## src/rtl/note_frame_deserializer_if.sv

```systemverilog
// Link bundle for the note-state deserializer.
//
// Carries the two serial link lines from the game board together with the
// rebuilt note vector and its status strobes.
//   note_serial_sync  sync line, high during bit 0 of each frame
//   note_serial_data  data line, one bit per bit period
//   active            last committed good frame, bit i = note slot i
//   frame_valid       1-cycle pulse when active is updated
//   frame_error       1-cycle pulse on a parity or framing error
//   error_count       saturating count of frame_error pulses
//
// master: the link side (drives the serial lines, observes the results)
// slave : the deserializer (samples the serial lines, drives the results)
interface note_frame_deserializer_if #(
    parameter int NUM_NOTES = 48
);
    logic                 note_serial_sync;
    logic                 note_serial_data;
    logic [NUM_NOTES-1:0] active;
    logic                 frame_valid;
    logic                 frame_error;
    logic [7:0]           error_count;

    modport master (
        output note_serial_sync,
        output note_serial_data,
        input  active,
        input  frame_valid,
        input  frame_error,
        input  error_count
    );

    modport slave (
        input  note_serial_sync,
        input  note_serial_data,
        output active,
        output frame_valid,
        output frame_error,
        output error_count
    );
endinterface

```

## src/rtl/note_frame_deserializer.sv

```systemverilog
// Note-state link deserializer.
//
// Rebuilds the per-lane "note active" vector from the game board's serial
// link (one sync line, one data line, one bit per BIT_PERIOD clocks). Bits
// are sampled mid-period, every frame is checked for framing and parity
// errors, and only whole good frames are committed to active in one step.
//
// Ports:
//   clk    system clock
//   reset  synchronous, active-high reset
//   link   note_frame_deserializer_if.slave
//            note_serial_sync / note_serial_data : async serial inputs
//            active      : last committed good frame
//            frame_valid : 1-cycle pulse, one clock after the final sample tick
//            frame_error : 1-cycle pulse on parity or framing error
//            error_count : saturating count of frame_error pulses
module note_frame_deserializer #(
    parameter int NUM_NOTES     = 48,
    parameter int BIT_PERIOD    = 128,
    parameter int SAMPLE_OFFSET = 64,
    parameter int PARITY_EN     = 1
) (
    input  logic                        clk,
    input  logic                        reset,
    note_frame_deserializer_if.slave    link
);

    localparam int PH_W  = $clog2(BIT_PERIOD);
    localparam int IDX_W = (NUM_NOTES > 1) ? $clog2(NUM_NOTES) : 1;

    localparam logic [PH_W-1:0]  PH_LAST  = PH_W'(BIT_PERIOD - 1);
    localparam logic [PH_W-1:0]  PH_TICK  = PH_W'(SAMPLE_OFFSET);
    localparam logic [IDX_W-1:0] IDX_LAST = IDX_W'(NUM_NOTES - 1);

    typedef enum logic [1:0] {
        HUNT,
        RECEIVE,
        PARITY
    } state_t;

    // Two-flop synchronisers plus a delayed copy of sync for edge detection.
    logic sync_meta, sync_q, sync_prev;
    logic data_meta, data_q;
    logic sync_rise;

    logic [PH_W-1:0] phase;
    logic            tick;

    state_t               state, state_next;
    logic [IDX_W-1:0]     idx, idx_next;
    logic [NUM_NOTES-1:0] shadow, shadow_next;
    logic [NUM_NOTES-1:0] active_q, active_next;
    logic                 valid_q, valid_next;
    logic                 error_q, error_next;
    logic [7:0]           err_cnt_q, err_cnt_next;

    // NOTE: sequential state is written only with non-blocking assignments,
    // so every flop samples the values from before the clock edge.
    always_ff @(posedge clk) begin
        if (reset) begin
            sync_meta <= 1'b0;
            sync_q    <= 1'b0;
            sync_prev <= 1'b0;
            data_meta <= 1'b0;
            data_q    <= 1'b0;
        end else begin
            sync_meta <= link.note_serial_sync;
            sync_q    <= sync_meta;
            sync_prev <= sync_q;
            data_meta <= link.note_serial_data;
            data_q    <= data_meta;
        end
    end

    assign sync_rise = sync_q & ~sync_prev;

    // Free-running bit-phase counter, pulled back to 0 by each sync rising
    // edge so the sample point tracks the sender's bit boundaries.
    always_ff @(posedge clk) begin
        if (reset) begin
            phase <= '0;
        end else if (sync_rise || phase == PH_LAST) begin
            phase <= '0;
        end else begin
            phase <= phase + PH_W'(1);
        end
    end

    assign tick = (phase == PH_TICK);

    // NOTE: every signal written here gets a default first, so no path can
    // leave a value unassigned and infer a latch.
    always_comb begin
        state_next   = state;
        idx_next     = idx;
        shadow_next  = shadow;
        active_next  = active_q;
        valid_next   = 1'b0;
        error_next   = 1'b0;

        if (tick) begin
            unique case (state)
                HUNT: begin
                    if (sync_q) begin
                        shadow_next    = '0;
                        shadow_next[0] = data_q;
                        idx_next       = IDX_W'(1);
                        state_next     = RECEIVE;
                    end
                end

                RECEIVE: begin
                    if (sync_q) begin
                        // Sync arrived early: drop the partial frame and
                        // treat this bit as bit 0 of a new one.
                        error_next     = 1'b1;
                        shadow_next    = '0;
                        shadow_next[0] = data_q;
                        idx_next       = IDX_W'(1);
                    end else begin
                        shadow_next[idx] = data_q;
                        if (idx == IDX_LAST) begin
                            idx_next = '0;
                            if (PARITY_EN != 0) begin
                                state_next = PARITY;
                            end else begin
                                active_next = shadow_next;
                                valid_next  = 1'b1;
                                state_next  = HUNT;
                            end
                        end else begin
                            idx_next = idx + IDX_W'(1);
                        end
                    end
                end

                PARITY: begin
                    if (sync_q) begin
                        error_next     = 1'b1;
                        shadow_next    = '0;
                        shadow_next[0] = data_q;
                        idx_next       = IDX_W'(1);
                        state_next     = RECEIVE;
                    end else begin
                        // Even parity: data bits plus parity bit XOR to 0.
                        if ((^shadow ^ data_q) == 1'b0) begin
                            active_next = shadow;
                            valid_next  = 1'b1;
                        end else begin
                            error_next = 1'b1;
                        end
                        idx_next   = '0;
                        state_next = HUNT;
                    end
                end

                default: begin
                    state_next = HUNT;
                end
            endcase
        end

        err_cnt_next = err_cnt_q;
        if (error_next && err_cnt_q != 8'hFF) begin
            err_cnt_next = err_cnt_q + 8'd1;
        end
    end

    always_ff @(posedge clk) begin
        if (reset) begin
            state     <= HUNT;
            idx       <= '0;
            shadow    <= '0;
            active_q  <= '0;
            valid_q   <= 1'b0;
            error_q   <= 1'b0;
            err_cnt_q <= 8'd0;
        end else begin
            state     <= state_next;
            idx       <= idx_next;
            shadow    <= shadow_next;
            active_q  <= active_next;
            valid_q   <= valid_next;
            error_q   <= error_next;
            err_cnt_q <= err_cnt_next;
        end
    end

    assign link.active      = active_q;
    assign link.frame_valid = valid_q;
    assign link.frame_error = error_q;
    assign link.error_count = err_cnt_q;

endmodule

```

## src/flat_wrapper.sv

```systemverilog
// flat-port wrapper written by rule: the top's interface ports become plain ports
module note_frame_deserializer_flat 
#(
    parameter int NUM_NOTES     = 48,
    parameter int BIT_PERIOD    = 128,
    parameter int SAMPLE_OFFSET = 64,
    parameter int PARITY_EN     = 1
)
  (clk, reset, link_note_serial_sync, link_note_serial_data, link_active, link_frame_valid, link_frame_error, link_error_count);
  note_frame_deserializer_if #(.NUM_NOTES(NUM_NOTES)) link_i ();
  input  logic clk;
  input  logic reset;
  input wire logic [$bits(link_i.note_serial_sync)-1:0] link_note_serial_sync;
  input wire logic [$bits(link_i.note_serial_data)-1:0] link_note_serial_data;
  output wire logic [$bits(link_i.active)-1:0] link_active;
  output wire logic [$bits(link_i.frame_valid)-1:0] link_frame_valid;
  output wire logic [$bits(link_i.frame_error)-1:0] link_frame_error;
  output wire logic [$bits(link_i.error_count)-1:0] link_error_count;
  assign link_i.note_serial_sync = link_note_serial_sync;
  assign link_i.note_serial_data = link_note_serial_data;
  assign link_active = link_i.active;
  assign link_frame_valid = link_i.frame_valid;
  assign link_frame_error = link_i.frame_error;
  assign link_error_count = link_i.error_count;
  note_frame_deserializer #(.NUM_NOTES(NUM_NOTES), .BIT_PERIOD(BIT_PERIOD), .SAMPLE_OFFSET(SAMPLE_OFFSET), .PARITY_EN(PARITY_EN)) u_core (.clk(clk), .reset(reset), .link(link_i));
endmodule
```

## config.mk

```make
export PLATFORM = sky130hd
export DESIGN_NAME = note_frame_deserializer_flat
export DESIGN_NICKNAME = d
export VERILOG_FILES = /design/src/rtl/note_frame_deserializer_if.sv /design/src/rtl/note_frame_deserializer.sv /design/src/flat_wrapper.sv
export SDC_FILE = /design/constraint.sdc
export NUM_CORES = 1
export LEC_CHECK = 0
export ABC_AREA = 1
export CORE_MARGIN = 2
export CORE_UTILIZATION = 40
export DETAILED_ROUTE_END_ITERATION = 10
export DONT_BUFFER_PORTS = 1
export PLACE_DENSITY = 0.64
export SYNTH_ARGS = -nofsm -noshare
export SYNTH_HDL_FRONTEND = slang
export SYNTH_SLANG_ARGS = --single-unit
```

## constraint.sdc

```tcl
create_clock -name clk -period 2.35 [get_ports clk]
set_input_delay 0.47 -clock clk [delete_from_list [all_inputs] [get_ports clk]]
set_output_delay 0.47 -clock clk [all_outputs]
set_load 0.05 [all_outputs]
```

==> results of run 1 <==
[power by group]
part / internal (uW) / leakage (uW) / switching [uW] / total, uW
Combinational: 12.5 / 0.00263 / 32.9 / 45.4
Sequential: 2140 / 0.00104 / 5.95 / 2140
Clock: 1610 / 0.000273 / 936 / 2550
[layout by cell type (no fill, tap or decap), drive strengths merged, types with 2 or more instances in the layout]
master,instances
nand3,27
xor2,5
nand2,425
dfxtp,126
clkinvlp,2
nor3,10
nor3b,2
a211oi,2
o21ai,53
a21oi,59
ha,8
clkinv,3
o211ai,2
clkbuf,26
xnor2,7
nor2,237
inv,141
buf,29
bufinv,2
nand4,5
[area by class of cell]
type	instances	area share
clock inverters	7	0.01113
inverters	141	0.06540
flip-flops and latches	126	0.3196
well taps	220	0.03401
clock buffers	21	0.05813
multi-input cells	847	0.4612
repair buffers	34	0.05056
[how the worst max path moves through the flow]
stage	to	cells past startpoint	slack, ns	start
after CTS	u_core.link.active[47]	19	0.07	u_core.shadow[33]
final	u_core.link.active[43]	19	0.11	u_core.shadow[19]
after global placement	u_core.link.active[42]	19	0.13	u_core.shadow[39]
after floorplan	u_core.idx[4]	12	0.35	u_core.phase[0]
after detailed placement	u_core.link.active[47]	19	0.09	u_core.shadow[33]
after global routing	u_core.link.active[32]	21	-0.04	u_core.shadow[23]
[cell families (layout without fill, tap and decap cells)]
| family | count (synthesis) | count (layout) | synth area share |
|---|---|---|---|
| AND/OR/NAND/NOR | 708 | 708 | 0.4039 |
| flip-flops | 126 | 126 | 0.3694 |
| buffers and inverters | 182 | 203 | 0.1063 |
| AO/OA/AOI/OAI | 119 | 119 | 0.09034 |
| XOR/XNOR | 12 | 12 | 0.01539 |
| adder cells (fa/ha/maj) | 8 | 8 | 0.01466 |
[sequential cells by signal, summed over array words and instances, names as in the netlist]
register,cells
u_core.sync_prev,1
u_core.data_q,1
u_core.data_meta,1
u_core.link.active,48
u_core.link.error_count,8
u_core.link.frame_valid,1
u_core.shadow,48
u_core.link.frame_error,1
u_core.idx,6
u_core.phase,7
u_core.sync_meta,1
u_core.sync_q,1
u_core.state,2
[routing by layer]
layer,vias up,GRT usage,wire length [um]
met5,-,0,0
met4,0,0.07778,358
met3,26,0.05631,1169
met2,148,0.3071,7920
met1,2900,0.2365,8062
li1,3524,-,-
[what timing repair did]
action,CTS,global route
gates resized for setup,0,91
buffers inserted,0,4
setup endpoints to repair,0,58
[per-stage QoR]
step	std cells	setup slack (ns)	power [uW]	instance area, um^2
4_1_cts	1387	0.06888	4794	7710
5_1_grt	1396	-0.03982	4883	8093
3_3_place_gp	1359	0.1279	2241	7149
2_1_floorplan	1155	0.3455	2241	6828
3_5_place_dp	1359	0.09164	2242	7149
6_report	1396	0.1123	4737	8093
==> results.md, run 1 <==
* Status: complete, no violations
* Initial core utilization at 0.4103
* IO Count at 62
* Top delay family on crit path: simple AND/OR/NAND/NOR gates
* Multi-input logic area at 3732 um^2
* Cell taking the most area after synthesis: dfxtp_1
* Via count at 6598
* Tcrit/Tclk final at 0.9522
* Routed Antenna Nets at 0
* Largest net degree at the start of global routing at 62
* Worst Hold Path Cells at 1
* CTS Buf Count at 17
* Layout area overhead at 18.53%
* Gate Count Post-Synth at 1155
* Hold Crit Start: reset
* Vias/cell at 4.726
* Fill cells at 1708
* Startpoint types: register
* Later-pin clock latency in the skew report at 0.43 ns
* R2r startpoint: u_core.shadow[19]
* Port Buffer Count at 0
* LEAKAGE at 0.003940 uW
* Max Buffers Root-to-Sink at 2
* Setup TNS at 0 ns
* HP Class: in -> reg
* Register Area at 2586 um^2
* Final Util at 0.4863
* First-pass GRT wire length at 27.52 mm
* Worst Reg-to-Reg Cells at 19
* Slew Viols, Final at 0
* Share of the synthesized area in the top cell type at 0.3694
* Fin Hold WS at 0.1165 ns
* Worst Max-Slew Pin Slew at 0.5848 ns
* Antenna violations before repair at 0
* Setup violations, final at 0
* Most frequent CP cell: nand2_2
* Mapped cell area at 6828 um^2
* Core footprint at 16640 um^2
* Die W at 134.7 um
* Rows at 47
* Placer's final routability congestion estimate at 0.8684
* H-tree Lvls at 4
* Fin crit period at 2.238 ns
* Max FO, Critical Path at 18
* Reg-to-reg critical path endpoint: u_core.link.active[43]
* F_max at 0.4469 GHz
* Cell with the most instances after synthesis: nand2_1
* Commonest cells in the netlist: 425 x nand2_1, 237 x nor2_1, 140 x inv_1, 126 x dfxtp_1, 59 x a21oi_1
* Max incr delay on CP at 0.37 ns
* Slowest-stage cell, CP: dfxtp_4
* # hold bufs at CTS at 0
* Die height at 134.7 um
* Final Hold Viols at 0
* R2R Setup Slk at 0.11 ns
* Post-layout nets at 1179
* CTS tree: built
* Average cell area after synthesis at 5.912 um^2
* Global route overflow at 0
* GR Util All Layers at 0.1899
* Sequential cell area fraction in the yosys report at 0.3694
* CTS Root Cell: clkbuf_16
* Primary FF master, synth: dfxtp_1
* Total Wirelength at 17.51 mm
* Critical Path RT at 2.66 ns
* Syn nets at 1167
* Worst-path clk slew at 0.06 ns
* Main area contributors after synthesis: dfxtp_1 37%, nand2_1 23%, nor2_1 13%
* CP bufs+invs at 3
* Layout cells sized above 1 at 0.1241
* Clock skew at 0.01075 ns
* TritonRoute pass-1 iters at 8
* FF+latch count, synth at 126
* Post-route DRC violation count at 0
* Element type at the critical path end: register
* YS warnings at 0
* Worst path cell trace: nand2_2, inv_1, nor2_2, nand2_1, nand2_1, nand2_1, nand2_2, nand2_2, nand2_2, nand2_2, nand2_2, nand2_1, nand3_2, nand3_2, nand3b_4, buf_12, buf_12, nor2_1, nor2_1
* # diodes at 0
* Wire per inst at 12.54 um
* DP Wirelength at 11.27 mm
* Distinct cells, synth at 24
* WHS Endpoint: u_core.shadow[11]
* Slew Limit Headroom at 0.6101
* Initial DRC Count at 564
* PwrDens at 585.3 nW/um^2
* Number of global-route vias before repair at 5766
* Clk sinks at 126
* Critical path type: reg -> reg
* CP arrival at 2.55 ns
* Async set-reset flop share out of synthesis at 0
* Die area at 18130 um^2
* Max Cap Violations at 0
* Worst IR Drop VDD at 0.4801 mV
* EDFF count, synth at 0
(Power assumes the default switching activity.)
==> run 2, diff against run 1 <==
SKIP_LAST_GASP = 1   (was default)
==> results of run 2 <==
No change in the layout: final DEF, timing and power equal those of run 1.
